===== config.mk =====
export PLATFORM = sky130hd
export DESIGN_NAME = lcd_value_display_flat
export DESIGN_NICKNAME = d
export VERILOG_FILES = /design/src/rtl/lcd_value_display_if.sv /design/src/rtl/lcd_value_display.sv /design/src/flat_wrapper.sv
export SDC_FILE = /design/constraint.sdc
export NUM_CORES = 1
export LEC_CHECK = 0
export CORE_ASPECT_RATIO = 0.7
export CORE_MARGIN = 4
export CORE_UTILIZATION = 54
export CTS_BUF_LIST = sky130_fd_sc_hd__clkbuf_4 sky130_fd_sc_hd__clkbuf_8
export DETAILED_ROUTE_END_ITERATION = 16
export GPL_TIMING_DRIVEN = 0
export HOLD_SLACK_MARGIN = 0.06
export PLACE_DENSITY_LB_ADDON = 0.05
export RECOVER_POWER = 50
export SKIP_LAST_GASP = 1
export SLEW_MARGIN = 20
export SYNTH_ARGS = -nofsm -noshare
export SYNTH_HDL_FRONTEND = slang
export SYNTH_SLANG_ARGS = --single-unit

===== constraint.sdc =====
create_clock -name clk -period 3.2 [get_ports clk]
set_input_delay 0.32 -clock clk [delete_from_list [all_inputs] [get_ports clk]]
set_output_delay 0.32 -clock clk [all_outputs]
set_load 0.05 [all_outputs]

===== src/rtl/lcd_value_display_if.sv =====
// rtl/lcd_value_display_if.sv - value request handshake bundle for lcd_value_display
interface lcd_value_display_if #(
  parameter int DATA_W = 18
);
  logic              in_valid;
  logic              in_ready;
  logic [DATA_W-1:0] in_data;
  logic              in_line;
  logic              in_hex;

  modport master (output in_valid, in_data, in_line, in_hex, input in_ready);
  modport slave  (input in_valid, in_data, in_line, in_hex, output in_ready);
endinterface


===== src/rtl/lcd_value_display.sv =====
// rtl/lcd_value_display.sv - HD44780 2x16 value display engine (binary/hex ASCII, timed E strobe)
// Optional LCD_PREFIX_EN: emits "0x"/"0b" ahead of the digits.
module lcd_value_display #(
  parameter int DATA_W        = 18,
  parameter int SETUP_CYC     = 2,
  parameter int EN_CYC        = 25,
  parameter int CMD_WAIT_CYC  = 2500,
  parameter int CLR_WAIT_CYC  = 82000,
  parameter int INIT_WAIT_CYC = 750000
) (
  input  logic               clk,
  input  logic               rst,
  lcd_value_display_if.slave req,
  output logic [7:0]         lcd_data,
  output logic               lcd_rs,
  output logic               lcd_rw,
  output logic               lcd_en,
  output logic               busy,
  output logic               done
);

  function automatic int maxI(input int a, input int b);
    return (a > b) ? a : b;
  endfunction

  function automatic int atLeast1(input int v);
    return (v < 1) ? 1 : v;
  endfunction

  localparam int MAX_WAIT = maxI(maxI(maxI(SETUP_CYC, EN_CYC), maxI(CMD_WAIT_CYC, CLR_WAIT_CYC)),
                                 maxI(INIT_WAIT_CYC, 2));
  localparam int CNT_W = $clog2(MAX_WAIT) + 1;
  localparam int HEX_N = (DATA_W + 3) / 4;
`ifdef LCD_PREFIX_EN
  localparam int PRE_N = 2;
`else
  localparam int PRE_N = 0;
`endif

  // Limits are last-count values, so a zero-cycle request still spends one cycle.
  localparam logic [CNT_W-1:0] SETUP_LIM = CNT_W'(atLeast1(SETUP_CYC) - 1);
  localparam logic [CNT_W-1:0] EN_LIM    = CNT_W'(atLeast1(EN_CYC) - 1);
  localparam logic [CNT_W-1:0] CMD_LIM   = CNT_W'(atLeast1(CMD_WAIT_CYC) - 1);
  localparam logic [CNT_W-1:0] CLR_LIM   = CNT_W'(atLeast1(CLR_WAIT_CYC) - 1);
  localparam logic [CNT_W-1:0] INIT_LIM  = CNT_W'(atLeast1(INIT_WAIT_CYC) - 1);

  typedef enum logic [2:0] {S_PWR, S_INIT, S_IDLE, S_ADDR, S_CHAR, S_WRAP, S_DONE} state_t;
  typedef enum logic [1:0] {W_OFF, W_SETUP, W_PULSE, W_WAIT} wph_t;

  state_t            state, stateN;
  wph_t              wph, wphN;
  logic [CNT_W-1:0]  cnt, cntN, waitLim;
  logic [2:0]        initIdx, initIdxN;
  logic [5:0]        charIdx, charIdxN;
  logic [DATA_W-1:0] valReg, valN;
  logic              lineReg, lineN, hexReg, hexN;
  logic [7:0]        dataN;
  logic              rsN, enN;
  logic              launch, launchRs, byteDone;
  logic [7:0]        launchByte, initByte, charByte, digitChar;
  logic [5:0]        numChars, pos;
  logic [31:0]       valWide;
  logic [3:0]        digit;

  assign req.in_ready = (state == S_IDLE);
  assign busy         = (state != S_IDLE);
  assign done         = (state == S_DONE);
  assign lcd_rw       = 1'b0;

  always_comb begin
    case (initIdx)
      3'd0:    initByte = 8'h38;
      3'd1:    initByte = 8'h0C;
      3'd2:    initByte = 8'h06;
      default: initByte = 8'h01;
    endcase
  end

  // charIdx is the index of the next character to launch; pos counts digits from the LS end.
  assign numChars  = hexReg ? 6'(HEX_N + PRE_N) : 6'(DATA_W + PRE_N);
  assign pos       = numChars - 6'd1 - charIdx;
  assign valWide   = 32'(valReg);
  assign digit     = hexReg ? 4'(valWide >> {pos, 2'b00}) : {3'b000, valWide[pos[4:0]]};
  assign digitChar = (digit < 4'd10) ? (8'h30 + {4'h0, digit}) : (8'h37 + {4'h0, digit});

  always_comb begin
    charByte = digitChar;
`ifdef LCD_PREFIX_EN
    if (charIdx == 6'd0)      charByte = 8'h30;
    else if (charIdx == 6'd1) charByte = hexReg ? 8'h78 : 8'h62;
`endif
  end

  // Clear and home need the long wait; the held byte tells which one is in flight.
  assign waitLim = (!lcd_rs && (lcd_data == 8'h01 || lcd_data == 8'h02)) ? CLR_LIM : CMD_LIM;

  always_comb begin
    stateN     = state;
    wphN       = wph;
    cntN       = cnt;
    initIdxN   = initIdx;
    charIdxN   = charIdx;
    valN       = valReg;
    lineN      = lineReg;
    hexN       = hexReg;
    dataN      = lcd_data;
    rsN        = lcd_rs;
    enN        = lcd_en;
    launch     = 1'b0;
    launchByte = 8'h00;
    launchRs   = 1'b0;
    byteDone   = 1'b0;

    case (wph)
      W_SETUP: if (cnt == SETUP_LIM) begin wphN = W_PULSE; enN = 1'b1; cntN = '0; end
               else cntN = cnt + 1'b1;
      W_PULSE: if (cnt == EN_LIM) begin wphN = W_WAIT; enN = 1'b0; cntN = '0; end
               else cntN = cnt + 1'b1;
      W_WAIT:  if (cnt == waitLim) begin wphN = W_OFF; cntN = '0; byteDone = 1'b1; end
               else cntN = cnt + 1'b1;
      default: ;
    endcase

    case (state)
      S_PWR: begin
        if (cnt == INIT_LIM) begin
          launch     = 1'b1;
          launchByte = initByte;
          initIdxN   = initIdx + 3'd1;
          stateN     = S_INIT;
        end else begin
          cntN = cnt + 1'b1;
        end
      end
      S_INIT: if (byteDone) begin
        if (initIdx == 3'd4) stateN = S_IDLE;
        else begin
          launch     = 1'b1;
          launchByte = initByte;
          initIdxN   = initIdx + 3'd1;
        end
      end
      S_IDLE: if (req.in_valid) begin
        valN       = req.in_data;
        lineN      = req.in_line;
        hexN       = req.in_hex;
        charIdxN   = 6'd0;
        launch     = 1'b1;
        launchByte = req.in_line ? 8'hC0 : 8'h80;
        stateN     = S_ADDR;
      end
      S_ADDR, S_WRAP: if (byteDone) begin
        launch     = 1'b1;
        launchRs   = 1'b1;
        launchByte = charByte;
        charIdxN   = charIdx + 6'd1;
        stateN     = S_CHAR;
      end
      S_CHAR: if (byteDone) begin
        if (charIdx == numChars) stateN = S_DONE;
        else if (charIdx == 6'd16) begin
          launch     = 1'b1;
          launchByte = lineReg ? 8'h80 : 8'hC0;
          stateN     = S_WRAP;
        end else begin
          launch     = 1'b1;
          launchRs   = 1'b1;
          launchByte = charByte;
          charIdxN   = charIdx + 6'd1;
        end
      end
      S_DONE:  stateN = S_IDLE;
      default: stateN = S_PWR;
    endcase

    // Bus lines only ever change here, at the start of a setup phase.
    if (launch) begin
      dataN = launchByte;
      rsN   = launchRs;
      wphN  = W_SETUP;
      cntN  = '0;
    end
  end

  always_ff @(posedge clk or posedge rst) begin
    if (rst) begin
      state    <= S_PWR;
      wph      <= W_OFF;
      cnt      <= '0;
      initIdx  <= 3'd0;
      charIdx  <= 6'd0;
      valReg   <= '0;
      lineReg  <= 1'b0;
      hexReg   <= 1'b0;
      lcd_data <= 8'h00;
      lcd_rs   <= 1'b0;
      lcd_en   <= 1'b0;
    end else begin
      state    <= stateN;
      wph      <= wphN;
      cnt      <= cntN;
      initIdx  <= initIdxN;
      charIdx  <= charIdxN;
      valReg   <= valN;
      lineReg  <= lineN;
      hexReg   <= hexN;
      lcd_data <= dataN;
      lcd_rs   <= rsN;
      lcd_en   <= enN;
    end
  end

endmodule

===== src/flat_wrapper.sv =====
// flat-port wrapper written by rule: the top's interface ports become plain ports
module lcd_value_display_flat 
#(
  parameter int DATA_W        = 18,
  parameter int SETUP_CYC     = 2,
  parameter int EN_CYC        = 25,
  parameter int CMD_WAIT_CYC  = 2500,
  parameter int CLR_WAIT_CYC  = 82000,
  parameter int INIT_WAIT_CYC = 750000
)
  (clk, rst, lcd_data, lcd_rs, lcd_rw, lcd_en, busy, done, req_in_valid, req_in_data, req_in_line, req_in_hex, req_in_ready);
  lcd_value_display_if #(.DATA_W(DATA_W)) req_i ();
  input  logic clk;
  input  logic rst;
  output logic [7:0] lcd_data;
  output logic lcd_rs;
  output logic lcd_rw;
  output logic lcd_en;
  output logic busy;
  output logic done;
  input wire logic [$bits(req_i.in_valid)-1:0] req_in_valid;
  input wire logic [$bits(req_i.in_data)-1:0] req_in_data;
  input wire logic [$bits(req_i.in_line)-1:0] req_in_line;
  input wire logic [$bits(req_i.in_hex)-1:0] req_in_hex;
  output wire logic [$bits(req_i.in_ready)-1:0] req_in_ready;
  assign req_i.in_valid = req_in_valid;
  assign req_i.in_data = req_in_data;
  assign req_i.in_line = req_in_line;
  assign req_i.in_hex = req_in_hex;
  assign req_in_ready = req_i.in_ready;
  lcd_value_display #(.DATA_W(DATA_W), .SETUP_CYC(SETUP_CYC), .EN_CYC(EN_CYC), .CMD_WAIT_CYC(CMD_WAIT_CYC), .CLR_WAIT_CYC(CLR_WAIT_CYC), .INIT_WAIT_CYC(INIT_WAIT_CYC)) u_core (.clk(clk), .rst(rst), .req(req_i), .lcd_data(lcd_data), .lcd_rs(lcd_rs), .lcd_rw(lcd_rw), .lcd_en(lcd_en), .busy(busy), .done(done));
endmodule

* Word level (Yosys, flattened, before mapping)
Index checks and enable logic that the tools add are counted.
Word-level totals: output and inout port bits 14, logic and storage cells 139, register bits 65, bits of input ports 23
Operators by class: mux-type cells 66, equality and inequality tests 36, magnitude comparators 2, reduce and logical (&&, ||, !) cells 16, shift operators 1, add/subtract/negate cells 7
Operators by type and width (count):
- two-way mux 21 bit | 6
- case mux 21 bit (3 select lines) | 1
- two-way mux 8 bit | 7
- two-way mux 6 bit | 7
- case mux 8 bit (5 select lines) | 1
- case mux 6 bit (3 select lines) | 2
- two-way mux 3 bit | 11
- adder 21 x 1 -> 21 bit (second input constant) | 1
- == test 21 x 1 -> 1 bit (second input constant) | 1
- == test 21 x 20 -> 1 bit (second input constant) | 1
- == test 21 bit | 1
- == test 21 x 5 -> 1 bit (second input constant) | 1
- case mux 3 bit (6 select lines) | 1
- >> shifter 18 x 8 -> 4 bit | 1
- two-way mux 17 bit | 1
- two-way mux 1 bit | 15
- adder 6 x 4 -> 7 bit (first input constant) | 2
- two-way mux 7 bit | 2
- inequality test 2 x 1 -> 1 bit (second input constant) | 7
- == test 3 bit (second input constant) | 4
- inequality test 3 x 1 -> 1 bit (second input constant) | 4
- == test 3 x 2 -> 1 bit (second input constant) | 3
- == test 8 x 1 -> 1 bit (second input constant) | 1
- == test 8 x 2 -> 1 bit (second input constant) | 1
- other kinds (34) | 46

* Logic depth before layout (Yosys ltp)
Gate-level depths: netlist of the first run.
depth in word-level cells 12, depth in mapped cells 15, mapped depth without buffers 15

* Worst setup path after synthesis of the first run
OpenSTA, ideal clock, no wires.
kind reg2reg, from register u_core.charIdx[0], to register u_core.lcd_data[6], arrival time 3.169 ns, clock period less this slack 3.293 ns, cell stages (with the launch flop) 14, setup slack -0.093 ns, buffers on the path 0, library setup time 0.125 ns, path through dfrtp_1 inv_1 ha_1 fa_1 xnor2_2 mux4_2 nor2b_1 o32ai_1 a221oi_1 ha_1 inv_1 o211ai_1 o211ai_1 mux2_2
Between the ends: longest elaborated chain between the ends 10, elaborated cells between the ends (all ways) 19
Ends and longest elaborated chain:
- start, declared | RTL line lcd_value_display.sv:54 | logic [5:0] charIdx, charIdxN;
- start signal, assigned | RTL line lcd_value_display.sv:203 | charIdx <= charIdxN;
- subtractor 6 bit | RTL line lcd_value_display.sv:81 | assign pos = numChars - 6'd1 - charIdx;
- binary-select mux 1 bit (select 5 bit) | RTL line lcd_value_display.sv:83 | assign digit = hexReg ? 4'(valWide >> {pos, 2'b00}) : {3'b000, valWide[pos[4:0]]};
- two-way mux 1 bit (not written as such) | RTL line lcd_value_display.sv:83
- two-way mux 4 bit | RTL line lcd_value_display.sv:83
- adder 6 x 4 -> 7 bit / less-than comparator 4 bit (equally long branches) | RTL line lcd_value_display.sv:84 | assign digitChar = (digit < 4'd10) ? (8'h30 + {4'h0, digit}) : (8'h37 + {4'h0, digit});
- two-way mux 8 bit | RTL line lcd_value_display.sv:84
- two-way mux 8 bit | RTL line lcd_value_display.sv:161 | else if (charIdx == 6'd16) begin
- two-way mux 8 bit | RTL line lcd_value_display.sv:160 | if (charIdx == numChars) stateN = S_DONE;
- two-way mux 8 bit | RTL line lcd_value_display.sv:159 | S_CHAR: if (byteDone) begin
- case mux 8 bit (5 select lines) | RTL line lcd_value_display.sv:124 | case (state)
- end signal, assigned | RTL line lcd_value_display.sv:207 | lcd_data <= dataN;
- end, declared | RTL line lcd_value_display.sv:14 | output logic [7:0] lcd_data,
Parallel ways exist; a longest one is shown, timed or not. The select of a mux whose other input is x is not followed. A chain may end at the register's enable or synchronous reset.

* Worst setup path after layout of the first run
from register u_core.hexReg, to register u_core.lcd_data[6]
Between the ends: longest elaborated chain between the ends 12, elaborated cells between the ends (all ways) 20
Ends and longest elaborated chain:
- start, declared | RTL line lcd_value_display.sv:56 | logic lineReg, lineN, hexReg, hexN;
- start signal, assigned | RTL line lcd_value_display.sv:206 | hexReg <= hexN;
- two-way mux 5 bit | RTL line lcd_value_display.sv:80 | assign numChars = hexReg ? 6'(HEX_N + PRE_N) : 6'(DATA_W + PRE_N);
- subtractor 6 x 1 -> 6 bit | RTL line lcd_value_display.sv:81
- subtractor 6 bit | RTL line lcd_value_display.sv:81
- binary-select mux 1 bit (select 5 bit) | RTL line lcd_value_display.sv:83
- two-way mux 1 bit (not written as such) | RTL line lcd_value_display.sv:83
- two-way mux 4 bit | RTL line lcd_value_display.sv:83
- adder 6 x 4 -> 7 bit / less-than comparator 4 bit (equally long branches) | RTL line lcd_value_display.sv:84
- two-way mux 8 bit | RTL line lcd_value_display.sv:84
- two-way mux 8 bit | RTL line lcd_value_display.sv:161
- two-way mux 8 bit | RTL line lcd_value_display.sv:160
- two-way mux 8 bit | RTL line lcd_value_display.sv:159
- case mux 8 bit (5 select lines) | RTL line lcd_value_display.sv:124
Parallel ways exist; a longest one is shown, timed or not. The select of a mux whose other input is x is not followed.

==> summary.md, run 1 <==
| Metric | Value |
|---|---|
| Status | complete, but fails checks |
| Failing checks | setup timing |
| Number of enable flip-flop cells after synthesis | 0 |
| Post-layout power | ~1.6 mW |
| Worst r2r dst | u_core.lcd_data[6]$_DFFE_PP0P_ |
| Tightest Hold Check Type | reg2reg |
| Endpoints failing setup | 1 |
| Proportion of synthesized flip-flops having asynchronous set or reset | 100% |
| Number of I/O pins | 37 |
| Warnings, synthesis | 0 |
| Crit Path Class | reg2reg |
| Final WL | 10.5 mm |
| Headroom to the max-slew limit | 27.1% |
| Reg2reg setup slack | -70 ps |
| Routed len/inst | 16.7 µm |
| CTS clk-pin slew, worst paths | ~70 ps |
| Final worst clock skew | 12.1 ps |
| Final Hold Violating Endpoints | 0 |
| Worst-Skew Late Latency | around 360 ps |
| Accumulated negative setup slack | -72.5 ps |
| Ordered cell list for the critical path | buf_4, ha_1, buf_6, a21oi_4, o211a_1, a311o_1, o2111a_2, a221oi_4, ha_2, inv_1, o211ai_1, o211ai_1, mux2_2 |
| Ys flop type | dfrtp_1 |
| Core footprint | 7480 µm² |
| Number of sinks driven by the clock tree | 65 |
| Largest net degree at the start of global routing | 45 |
| Hold Crit Start | u_core.lcd_en$_DFFE_PP0P_ |
| Ranking of synthesized cells by area | dfrtp_1, nand2_1, ha_1, mux4_2, nor2_1 |
| Time the final worst path needs with I/O delays and setup | ~3300 ps |
| Fillers | 640 |
| Final worst-path setup slack | -72.5 ps |
| Area share of the largest cell type after synthesis | 38.3% |
| Number of clock buffers inserted by TritonCTS | 9 |
| Global-route wire length before repair | 17.3 mm |
| Critical Path Source Type | register |
| Total length of routed met3 wires | between 700 and 800 µm |
| Cell taking the most area after synthesis | dfrtp_1 |
| Initial core utilization | 56.8% |
| Met2 routed wirelength | approximately 4.4 mm |
| Buffer levels on the longest clock path | 2 |
| Clock tree from TritonCTS | built |
| Fraction of layout cells with a size suffix above 1 | 16.8% |
| Data arrival time of the critical path | 3520 ps |
| Residual DRC | 0 |
| Syn Nets | 509 |
| Pin slew with the least headroom to its limit | ~1100 ps |
| Leakage dissipation | 2.31 nW |
| NumNets Final | 568 |
| Post-Route M1 WL | 5.19 mm |
| Die Area | between 9000 and 10000 µm² |
| Most frequent cell on the critical path | o211ai_1 |
| Summed instance area of the synthesized netlist | ~4200 µm² |
| Number of violations reported at the end of detailed-routing iteration 0 | 351 |
| Register area share after synthesis | 38.3% |
| Chip height | 82.2 µm |
| DP Wirelength | roughly 7.8 mm |
| Number of detailed-routing iterations run before antenna repair | 5 |
| Synth cell count leaders | nand2_1, dfrtp_1, nor2_1 |
| Area growth, synth to finish | 20.4% |
| Buffers on Ports | 35 |
| Most numerous cell in the Yosys netlist | nand2_1 |
| Highest ir drop seen on vdd | 0.336 mV |
| Cells on Worst Hold Path | 2 |
| Max-capacitance violation count | 0 |
| Share of the clock period used by the worst path after layout | 102% |
| Endpoint class of the critical path | register |
| Routed vias/inst | 5.87 |
| Largest stage delay, worst path | about 450 ps |
| Vias in the first global route | 3400 |
| Pre-CTS worst setup slack | -541 ps |
| Setup repair after global routing missed its margin | yes |
| Top Metal Used | met4 |
| Site row count | 26 |
| Yosys reg bits | between 60 and 70 |
| Number of antenna diodes | 0 |
| Startpoint of the worst register-to-register path | u_core.hexReg$_DFFE_PP0P_ |
| GRT Total Usage | 23.7% |
| CTS root buffer | clkbuf_8 |
| Horizontal die dimension | 114 µm |
| Avg Inst Size Synth | around 9 µm² |
| Final design utilization | ~68% |
| Instance count of the mapped netlist | 467 |
| Number of antenna violations at the first check in global routing | 0 |
| Post-placement cell area | 4770 µm² |
| Vias after detailed routing | ~3700 |
| Distinct cells, synth | 76 |
| Critical Path Slowest Stage Cell | dfrtp_2 |
| Final slew viol count | 0 |
| Maximum fanout count along the critical path | 9 |
| Post-CTS Hold Fix Bufs | 0 |
| Maximum clock frequency | about 300 MHz |
| Number of levels in the clock H-tree | 3 |
| Remaining Overflow, GRT | 0 |
| Routability congestion estimate from global placement | 0.924 |
| Depth of the worst register-to-register path | 13 |
| Power density normalized to cell area | roughly 300 nW/µm² |
| Critical Path RT | 3440 ps |
| Hold worst-path end | u_core.lcd_en$_DFFE_PP0P_ |
| Fin area | 5110 µm² |
| Count of nets left with antenna violations after detail routing | 0 |
-- per-stage QoR --
step           std cells  hold slack, ps
6_report             629             478
3_5_place_dp         601             485
4_1_cts              624             268
2_1_floorplan        467             425
5_1_grt              629             479
3_3_place_gp         600             464
-- how the worst max path moves through the flow --
stage,start,endpoint,cells past startpoint
3_3_place_gp,u_core.charIdx[0]$_DFFE_PP0P_,u_core.lcd_data[6]$_DFFE_PP0P_,13
2_1_floorplan,u_core.charIdx[0]$_DFFE_PP0P_,u_core.lcd_data[6]$_DFFE_PP0P_,13
3_5_place_dp,u_core.charIdx[0]$_DFFE_PP0P_,u_core.lcd_data[6]$_DFFE_PP0P_,13
4_1_cts,u_core.hexReg$_DFFE_PP0P_,u_core.lcd_data[6]$_DFFE_PP0P_,12
5_1_grt,u_core.hexReg$_DFFE_PP0P_,u_core.lcd_data[6]$_DFFE_PP0P_,12
6_report,u_core.hexReg$_DFFE_PP0P_,u_core.lcd_data[6]$_DFFE_PP0P_,13
-- cells in the final DEF (no fill, tap or decap), types with 5 or more instances in the layout --
cell	netlist	layout
nor3_1	8	8
nand4_1	11	11
xnor2_1	15	15
and3_1	9	9
mux4_2	8	8
dfrtp_1	65	64
clkbuf_8	0	9
mux2i_1	6	6
inv_1	25	21
a21oi_1	14	13
and2_1	5	5
clkdlybuf4s50_1	0	32
buf_4	1	12
ha_1	18	16
nand3_1	25	25
nand2_1	92	92
xor2_1	10	10
nor2_1	40	39
clkbuf_1	12	11
o21ai_0	15	15
-- worst max-delay path, delay by kind of cell (launching register included) --
| family | cells | cell delay (ps) |
|---|---|---|
| compound gates | 7 | 1530 |
| fa+ha+maj | 2 | 540 |
| buf+inv | 3 | 360 |
| flops | 1 | 450 |
| mux | 1 | 270 |
-- report_power, final --
part | switching [mW] | internal, mW
clock network | 0.332 | 0.376
logic | 0.0223 | 0.0246
registers | 0 | 0.821
-- final cells by class --
cell class              instances  area (µm²)  share of cell area, %
clock buffers                  11         139                   2.72
clock inverters                 5        56.3                   1.10
repair buffers                 48         447                   8.74
inverters                      25        95.1                   1.86
multi-input cells             358        2520                   49.3
plain buffers                  19         108                   2.10
flip-flops and latches         65        1630                   31.8
well taps                      98         123                   2.40
-- cells by family after synthesis --
logic type	after synthesis	synth area share, %
buffers and inverters	45	4.63
and+or+nand+nor	230	27.5
DFF	65	38.3
AOI/OAI and AO/OA	63	11.4
muxes	18	6.81
other	1	0.0883
xor gates and xnor gates	26	5.54
adders and majority gates	19	5.78
-- layer usage --
metal,up-vias,global-route usage [%]
met2,124,33.5
met3,19,5.75
li1,1756,-
met5,-,0
met1,1792,36.3
met4,0,5.69
-- registers in the layout, indices dropped and copies added (netlist names) --
| register | cells |
|---|---|
| u_core.lcd_rs | 1 |
| u_core.charIdx | 6 |
| u_core.state | 3 |
| u_core.lineReg | 1 |
| u_core.wph | 2 |
| u_core.lcd_en | 1 |
| u_core.cnt | 21 |
| u_core.initIdx | 3 |
| u_core.hexReg | 1 |
| u_core.lcd_data | 8 |
| u_core.valReg | 18 |
-- repair_timing --
item / 4_1_cts / 5_1_grt
setup endpoints to repair: 5 / 4
setup buffers: 7 / 5
gates resized for setup: 9 / 11
pin swaps: 6 / 10
gates cloned: 1 / 0
Note: power is estimated with default switching activity, not from simulation.
==> run 2, diff against run 1 <==
==> constraint.sdc (replaced) <==
create_clock -name clk -period 3 [get_ports clk]
set_input_delay 0.3 -clock clk [delete_from_list [all_inputs] [get_ports clk]]
set_output_delay 0.3 -clock clk [all_outputs]
set_load 0.05 [all_outputs]
==> run 2 against run 1 <==
  * The run still ends with setup timing left
  * Clock-buffer cell count is the same
  * Clock power grew 7.1%
  * Utilization is 0.97 points higher
  * Worst hold slack worse by 7.2 ps
  * Sequential share of layout area fell by 0.45 points
  * Highest routed layer unchanged
  * Worst setup slack worse by 160 ps
  * First-iteration DRC count fell by 24%
  * Combinational power up 7.0%
==> summary.md, run 2 (synthesis results as in run 1) <==
| Metric | Value |
|---|---|
| Leakage dissipation | 2.33 nW (was 2.31 nW) |
| Horizontal die dimension | 114 µm (unchanged) |
| Registers with the most flip-flops | u_core.cnt: 21 flops, u_core.valReg: 18 flops, u_core.lcd_data: 8 flops (unchanged) |
| Startpoint of the worst register-to-register path | u_core.charIdx[0]$_DFFE_PP0P_ (was u_core.hexReg$_DFFE_PP0P_) |
| Worst r2r dst | u_core.lcd_data[6]$_DFFE_PP0P_ (unchanged) |
| Initial core utilization | 56.8% (unchanged) |
| Headroom to the max-slew limit | 28.1% (was 27.1%) |
| Share of the clock period used by the worst path after layout | 108% (was 102%) |
| Final slew viol count | 0 (unchanged) |
| Final WL | 10.4 mm (was 10.5 mm) |
| Launch point of the worst path | u_core.charIdx[0]$_DFFE_PP0P_ (was u_core.hexReg$_DFFE_PP0P_) |
| Most frequent standard cell in the layout excluding fill and tap cells | nand2_1 (unchanged) |
| Endpoints failing setup | 5 (was 1) |
| Buffer levels on the longest clock path | 2 (unchanged) |
| Buffers on Ports | 35 (unchanged) |
| Remaining Overflow, GRT | 0 (unchanged) |
| Vias in the first global route | 3568 (was 3400) |
| NumNets Final | 571 (was 568) |
| Clock tree from TritonCTS | built (unchanged) |
| Highest ir drop seen on vdd | 0.324 mV (was 0.336 mV) |
| Area growth, synth to finish | 22.1% (was 20.4%) |
| Capturing instance or port of the critical path | u_core.lcd_data[6]$_DFFE_PP0P_ (unchanged) |
| Fin area | 5190 µm² (was 5110 µm²) |
| Register ranked first by flip-flop count | u_core.cnt (unchanged) |
| Count of nets left with antenna violations after detail routing | 0 (unchanged) |
| DP Wirelength | 7.57 mm (was 7.77 mm) |
| Number of antenna diodes | 0 (unchanged) |
| Failing checks | setup timing (unchanged) |
| Most used cells in the layout excluding fill and tap cells | nand2_1, dfrtp_1, nor2_1 (unchanged) |
| Worst-Skew Late Latency | 360 ps (about the same) |
| Max-capacitance violation count | 0 (unchanged) |
| Setup repair after global routing missed its margin | yes (unchanged) |
| Power density normalized to cell area | 325 nW/µm² (was 308 nW/µm²) |
| Chip height | 82.2 µm (unchanged) |
| CTS root buffer | clkbuf_8 (unchanged) |
| Critical Path RT | 3240 ps (was 3440 ps) |
| Number of detailed-routing iterations run before antenna repair | 5 (unchanged) |
| Crit Path Class | reg2reg (unchanged) |
| Depth of the worst register-to-register path | 13 (unchanged) |
| Residual DRC | 0 (unchanged) |
| Data arrival time of the critical path | 3480 ps (was 3520 ps) |
| Die Area | 9370 µm² (unchanged) |
| Final worst clock skew | 8.32 ps (was 12.1 ps) |
| Site row count | 26 (unchanged) |
| Global-route wire length before repair | 17.5 mm (was 17.3 mm) |
| Routed vias/inst | 5.75 (was 5.87) |
| Post-placement cell area | 4780 µm² (was 4770 µm²) |
| Number of clock buffers inserted by TritonCTS | 9 (unchanged) |
| CTS clk-pin slew, worst paths | 70 ps (about the same) |
| Number of I/O pins | 37 (unchanged) |
| Vias after detailed routing | 3632 (was 3691) |
| Maximum clock frequency | 309 MHz (was 306 MHz) |
| Number of antenna violations at the first check in global routing | 0 (unchanged) |
| Number of violations reported at the end of detailed-routing iteration 0 | 267 (was 351) |
| Time the final worst path needs with I/O delays and setup | 3240 ps (was 3270 ps) |
| Tightest Hold Check Type | in2reg (was reg2reg) |
| Number of levels in the clock H-tree | 3 (unchanged) |
| Maximum fanout count along the critical path | 10 (was 9) |
| Accumulated negative setup slack | -787 ps (was -72.5 ps) |
| Fraction of layout cells with a size suffix above 1 | 18.9% (was 16.8%) |
| Critical Path Source Type | register (unchanged) |
| Pre-CTS worst setup slack | -453 ps (was -541 ps) |
| Largest net degree at the start of global routing | 44 (was 45) |
| GRT Total Usage | 23.7% (about the same) |
| Endpoint class of the critical path | register (unchanged) |
| Reg2reg setup slack | -240 ps (was -70 ps) |
| Post-CTS Hold Fix Bufs | 0 (unchanged) |
| Core footprint | 7480 µm² (unchanged) |
| Number of flip-flops under the largest register name | 21 (unchanged) |
| Number of sinks driven by the clock tree | 65 (unchanged) |
| Routed len/inst | 16.5 µm (was 16.7 µm) |
| Pin slew with the least headroom to its limit | 1080 ps (was 1090 ps) |
| Final Hold Violating Endpoints | 0 (unchanged) |
| Routability congestion estimate from global placement | 0.840 (was 0.924) |
| Hold Crit Start | req_in_data[4] (was u_core.lcd_en$_DFFE_PP0P_) |
| Final worst-path setup slack | -236 ps (was -72.5 ps) |
| Status | complete, but fails checks (unchanged) |
## run 2: how the worst min path moves through the flow
| stage | cells after the start | endpoint | slack (ps) |
|---|---|---|---|
| floorplan | 2 | u_core.valReg[0]$_DFFE_PP0P_ | 410 |
| global placement | 2 | u_core.lcd_en$_DFFE_PP0P_ | 470 |
| detailed placement | 2 | u_core.lcd_en$_DFFE_PP0P_ | 470 |
| CTS | 2 | u_core.valReg[14]$_DFFE_PP0P_ | 250 |
| global route | 3 | u_core.valReg[10]$_DFFE_PP0P_ | 460 |
| finish | 3 | u_core.valReg[4]$_DFFE_PP0P_ | 470 |
## run 2: worst max-delay path, stage by stage (launching register included)
cell and delay [ps]:
dfrtp_1 390, inv_2 70, ha_4 170, fa_2 600
clkbuf_8 180, mux4_2 310, mux2i_2 180, nor3_1 80
a221oi_2 240, ha_2 240, inv_2 30, o211ai_1 210
o211ai_1 140, mux2_4 270
## run 2: metal layers
| metal | vias to the layer above | track usage (%) | share of wire, % |
|---|---|---|---|
| li1 | 1752 | - | - |
| met5 | - | 0 | 0 |
| met2 | 126 | 34.6 | 43 |
| met3 | 14 | 6.19 | 6.9 |
| met1 | 1740 | 35.1 | 49 |
| met4 | 0 | 6.41 | 1.3 |
## run 2: report_power, final
group	switching [mW]	internal (mW)	total [mW]
logic	0.0240	0.0262	0.0502
registers	0	0.876	0.876
clock network	0.345	0.412	0.757
total	0.369	1.31	1.68
## run 2: final cells by class
type	count	area [µm²]
Multi-Input combinational cell	357	2550
Fill cell	607	2300
Sequential cell	65	1630
Timing Repair Buffer	51	468
Clock buffer	11	145
Tap cell	98	123
Buffer	20	118
Inverter	25	95.1
Clock inverter	5	55.1
## run 2: what timing repair did
item                                   4_1_cts  5_1_grt
buffers inserted                            12        3
pin swaps                                    9       11
endpoints found under the hold margin        0        0
setup endpoints to repair                   17       18
resized for setup                           16       13
## run 2: stage by stage
step / hold slack, ps / power, mW / cells / util, %
floorplan: 405 / 0.910 / 467 / -
global placement: 467 / 0.944 / 600 / 63.5
detailed placement: 474 / 0.949 / 601 / 63.9
CTS: 252 / 1.71 / 629 / 68.5
global route: 459 / 1.75 / 632 / 69.3
finish: 471 / 1.68 / 632 / 69.3
==> run 3, diff against run 2 <==
--- a/config.mk
+++ b/config.mk
@@ -7,7 +7,7 @@
 export LEC_CHECK = 0
 export CORE_ASPECT_RATIO = 0.7
 export CORE_MARGIN = 4
-export CORE_UTILIZATION = 54
+export CORE_UTILIZATION = 30
 export CTS_BUF_LIST = sky130_fd_sc_hd__clkbuf_4 sky130_fd_sc_hd__clkbuf_8
 export DETAILED_ROUTE_END_ITERATION = 16
 export GPL_TIMING_DRIVEN = 0
==> run 3 against run 2 <==
  * The flow still finishes with violations (setup timing)
  * Utilization shrank 31 points
  * Cell count grew 14%
  * Die area is 72% higher
  * Maximum frequency down 0.95%
  * First-iteration DRC count down 47%
  * Worst hold slack got worse by 4.3 ps
  * Sequential power about the same
  * Worst setup slack worse by 31 ps
  * Combinational power grew 4.2%
  * Critical path type unchanged
==> summary.md, run 3 (synthesis results as in run 1) <==
| Metric | Value |
|---|---|
| Initial core utilization | 30.6% (was 56.8%) |
| Maximum fanout count along the critical path | 5 (was 10) |
| Share of power burned in the clock network | 43.6% (was 45.0%) |
| Switching power | 0.390 mW (was 0.369 mW) |
| Vias after detailed routing | 3510 (was 3632) |
| Routability congestion estimate from global placement | 0.766 (was 0.840) |
| Routed vias/inst | 4.88 (was 5.75) |
| Maximum clock frequency | 306 MHz (was 309 MHz) |
| Global-route wire length before repair | 19.1 mm (was 17.5 mm) |
| Final Hold Violating Endpoints | 0 (unchanged) |
| Endpoint class of the critical path | register (unchanged) |
| Number of sinks driven by the clock tree | 65 (unchanged) |
| Site row count | 36 (was 26) |
| Number of violations reported at the end of detailed-routing iteration 0 | 142 (was 267) |
| Vias in the first global route | 3409 (was 3568) |
| Buffer levels on the longest clock path | 2 (unchanged) |
| Cell Count Post-Placement | 693 (was 601) |
| Status | complete, but fails checks (unchanged) |
| Number of flip-flops under the largest register name | 21 (unchanged) |
| Switching Fraction | 23.7% (was 21.9%) |
| Critical Path Source Type | register (unchanged) |
| Time the final worst path needs with I/O delays and setup | 3270 ps (was 3240 ps) |
| Die Area | 16200 µm² (was 9370 µm²) |
| Number of levels in the clock H-tree | 3 (unchanged) |
| Post-CTS Hold Fix Bufs | 0 (unchanged) |
| NumNets Final | 566 (was 571) |
| Final worst-path setup slack | -267 ps (was -236 ps) |
| Footprint of the flip-flops and latches | 1630 µm² (unchanged) |
| Power density normalized to cell area | 312 nW/µm² (was 325 nW/µm²) |
| Final WL | 11.5 mm (was 10.4 mm) |
| Core footprint | 13900 µm² (was 7480 µm²) |
| Clock tree from TritonCTS | built (unchanged) |
| Buffers on Ports | 35 (unchanged) |
| Endpoints failing setup | 4 (was 5) |
| Crit Path Class | reg2reg (unchanged) |
| Pin slew with the least headroom to its limit | 1220 ps (was 1080 ps) |
| Most frequent standard cell in the layout excluding fill and tap cells | nand2_1 (unchanged) |
| Routed len/inst | 16.0 µm (was 16.5 µm) |
| Final cell count without fillers | 719 (was 632) |
| Number of antenna violations at the first check in global routing | 0 (unchanged) |
| Post-layout power | 1.64 mW (was 1.68 mW) |
| Tightest Hold Check Type | in2reg (unchanged) |
| Power Internal | 1.25 mW (was 1.31 mW) |
| CTS root buffer | clkbuf_8 (unchanged) |
| Count of nets left with antenna violations after detail routing | 0 (unchanged) |
| Number of clock buffers inserted by TritonCTS | 9 (unchanged) |
| Number of antenna diodes | 0 (unchanged) |
| Failing checks | setup timing (unchanged) |
| CTS clk-pin slew, worst paths | 70 ps (about the same) |
| Comb pwr share | 3.2% (was 3.0%) |
| Multi-input gate area | 2580 µm² (was 2550 µm²) |
| Share of the clock period used by the worst path after layout | 109% (was 108%) |
| Worst-Skew Late Latency | 350 ps (was 360 ps) |
| GRT Total Usage | 15.1% (was 23.7%) |
| Leakage dissipation | 2.30 nW (was 2.33 nW) |
| DP Wirelength | 8.75 mm (was 7.57 mm) |
| Final worst clock skew | 6.00 ps (was 8.32 ps) |
| Chip height | 108 µm (was 82.2 µm) |
| Fillers | 1452 (was 607) |
| Proportion of power drawn by flip-flops and latches | 53.2% (was 52.0%) |
| Fraction of layout cells with a size suffix above 1 | 17.6% (was 18.9%) |
| Largest net degree at the start of global routing | 42 (was 44) |
| Register ranked first by flip-flop count | u_core.cnt (unchanged) |
| Residual DRC | 0 (unchanged) |
| Area growth, synth to finish | 24.2% (was 22.1%) |
| Final slew viol count | 0 (unchanged) |
| Headroom to the max-slew limit | 18.5% (was 28.1%) |
| Most used cells in the layout excluding fill and tap cells | nand2_1, dfrtp_1, nor2_1 (unchanged) |
| Highest ir drop seen on vdd | 0.184 mV (was 0.324 mV) |
| Data arrival time of the critical path | 3510 ps (was 3480 ps) |
| Number of I/O pins | 37 (unchanged) |
| Setup repair after global routing missed its margin | yes (unchanged) |
| Horizontal die dimension | 150 µm (was 114 µm) |
| Registers with the most flip-flops | u_core.cnt: 21 flops, u_core.valReg: 18 flops, u_core.lcd_data: 8 flops (unchanged) |
| Critical Path RT | 3240 ps (about the same) |
| Remaining Overflow, GRT | 0 (unchanged) |
| Number of detailed-routing iterations run before antenna repair | 4 (was 5) |
| Max-capacitance violation count | 0 (unchanged) |
[run 3: path summary, 6_finish.rpt]
| kind | endpoint | slack [ps] | depth (start not counted) | startpoint |
|---|---|---|---|---|
| setup / recovery | u_core.lcd_data[6]$_DFFE_PP0P_ | -270 | 12 | u_core.hexReg$_DFFE_PP0P_ |
| hold / removal | u_core.valReg[6]$_DFFE_PP0P_ | 470 | 3 | req_in_data[6] |
| setup reg to reg | u_core.lcd_data[6]$_DFFE_PP0P_ | -270 | 12 | u_core.hexReg$_DFFE_PP0P_ |
| hold reg to reg | u_core.lcd_en$_DFFE_PP0P_ | 470 | 2 | u_core.lcd_en$_DFFE_PP0P_ |
| max in group asynchronous | u_core.hexReg$_DFFE_PP0P_ | 680 | 3 | rst |
| min in group asynchronous | u_core.cnt[5]$_DFF_PP0_ | 640 | 2 | rst |
[run 3: layer usage]
| metal | GRT usage [%] | wire length, µm | vias to the layer above | share of wire [%] |
|---|---|---|---|---|
| met3 | 3.24 | 426 | 9 | 3.7 |
| met1 | 25.1 | 6700 | 1693 | 58 |
| met4 | 3.33 | 110 | 0 | 0.95 |
| met5 | 0 | 0 | - | 0 |
| met2 | 19.4 | 4300 | 58 | 37 |
| li1 | - | - | 1750 | - |
[run 3: power groups by stage]
stage,combinational (mW),clock (mW),sequential [mW]
6_report,0.0523,0.717,0.876
4_1_cts,0.0596,0.749,0.875
5_1_grt,0.0592,0.779,0.875
3_3_place_gp,0.0534,0,0.893
2_1_floorplan,0.0168,0,0.893
3_5_place_dp,0.0593,0,0.893
[run 3: layout make-up]
class                   count  area share, %
clock buffers              12           3.01
clock inverters             4          0.522
inverters                  25           1.80
repair buffers             46           8.16
multi-input cells         357           48.9
plain buffers              20           2.21
well taps                 190           4.51
flip-flops and latches     65           30.9
[run 3: worst max-delay path, cell delays in order (launching register included)]
cell,delay (ps)
dfrtp_2,460
ha_4,180
fa_2,480
xnor2_4,230
mux4_2,360
nor2b_4,150
o32ai_4,90
a221oi_4,340
ha_4,180
inv_1,30
o211ai_1,230
o211ai_1,140
mux2_2,270
[run 3: metrics by stage]
stage / setup TNS [ps] / hold WS, ps / util, % / setup WS [ps] / area [µm²]
global route: -1320 / 475 / 38.0 / -399 / 5270
finish: -653 / 467 / 38.0 / -267 / 5270
global placement: -30530 / 468 / 35.1 / -539 / 4860
CTS: -596 / 285 / 37.4 / -237 / 5190
floorplan: -32.3 / 405 / - / -32.3 / 4280
detailed placement: -3620 / 469 / 35.3 / -579 / 4890
[run 3: what timing repair did]
| action | in CTS | in global routing |
|---|---|---|
| hold endpoints to repair | 0 | 0 |
| resized for setup | 15 | 14 |
| endpoints found under the setup margin | 22 | 20 |
| pin swaps | 9 | 11 |
| buffers inserted | 6 | 5 |
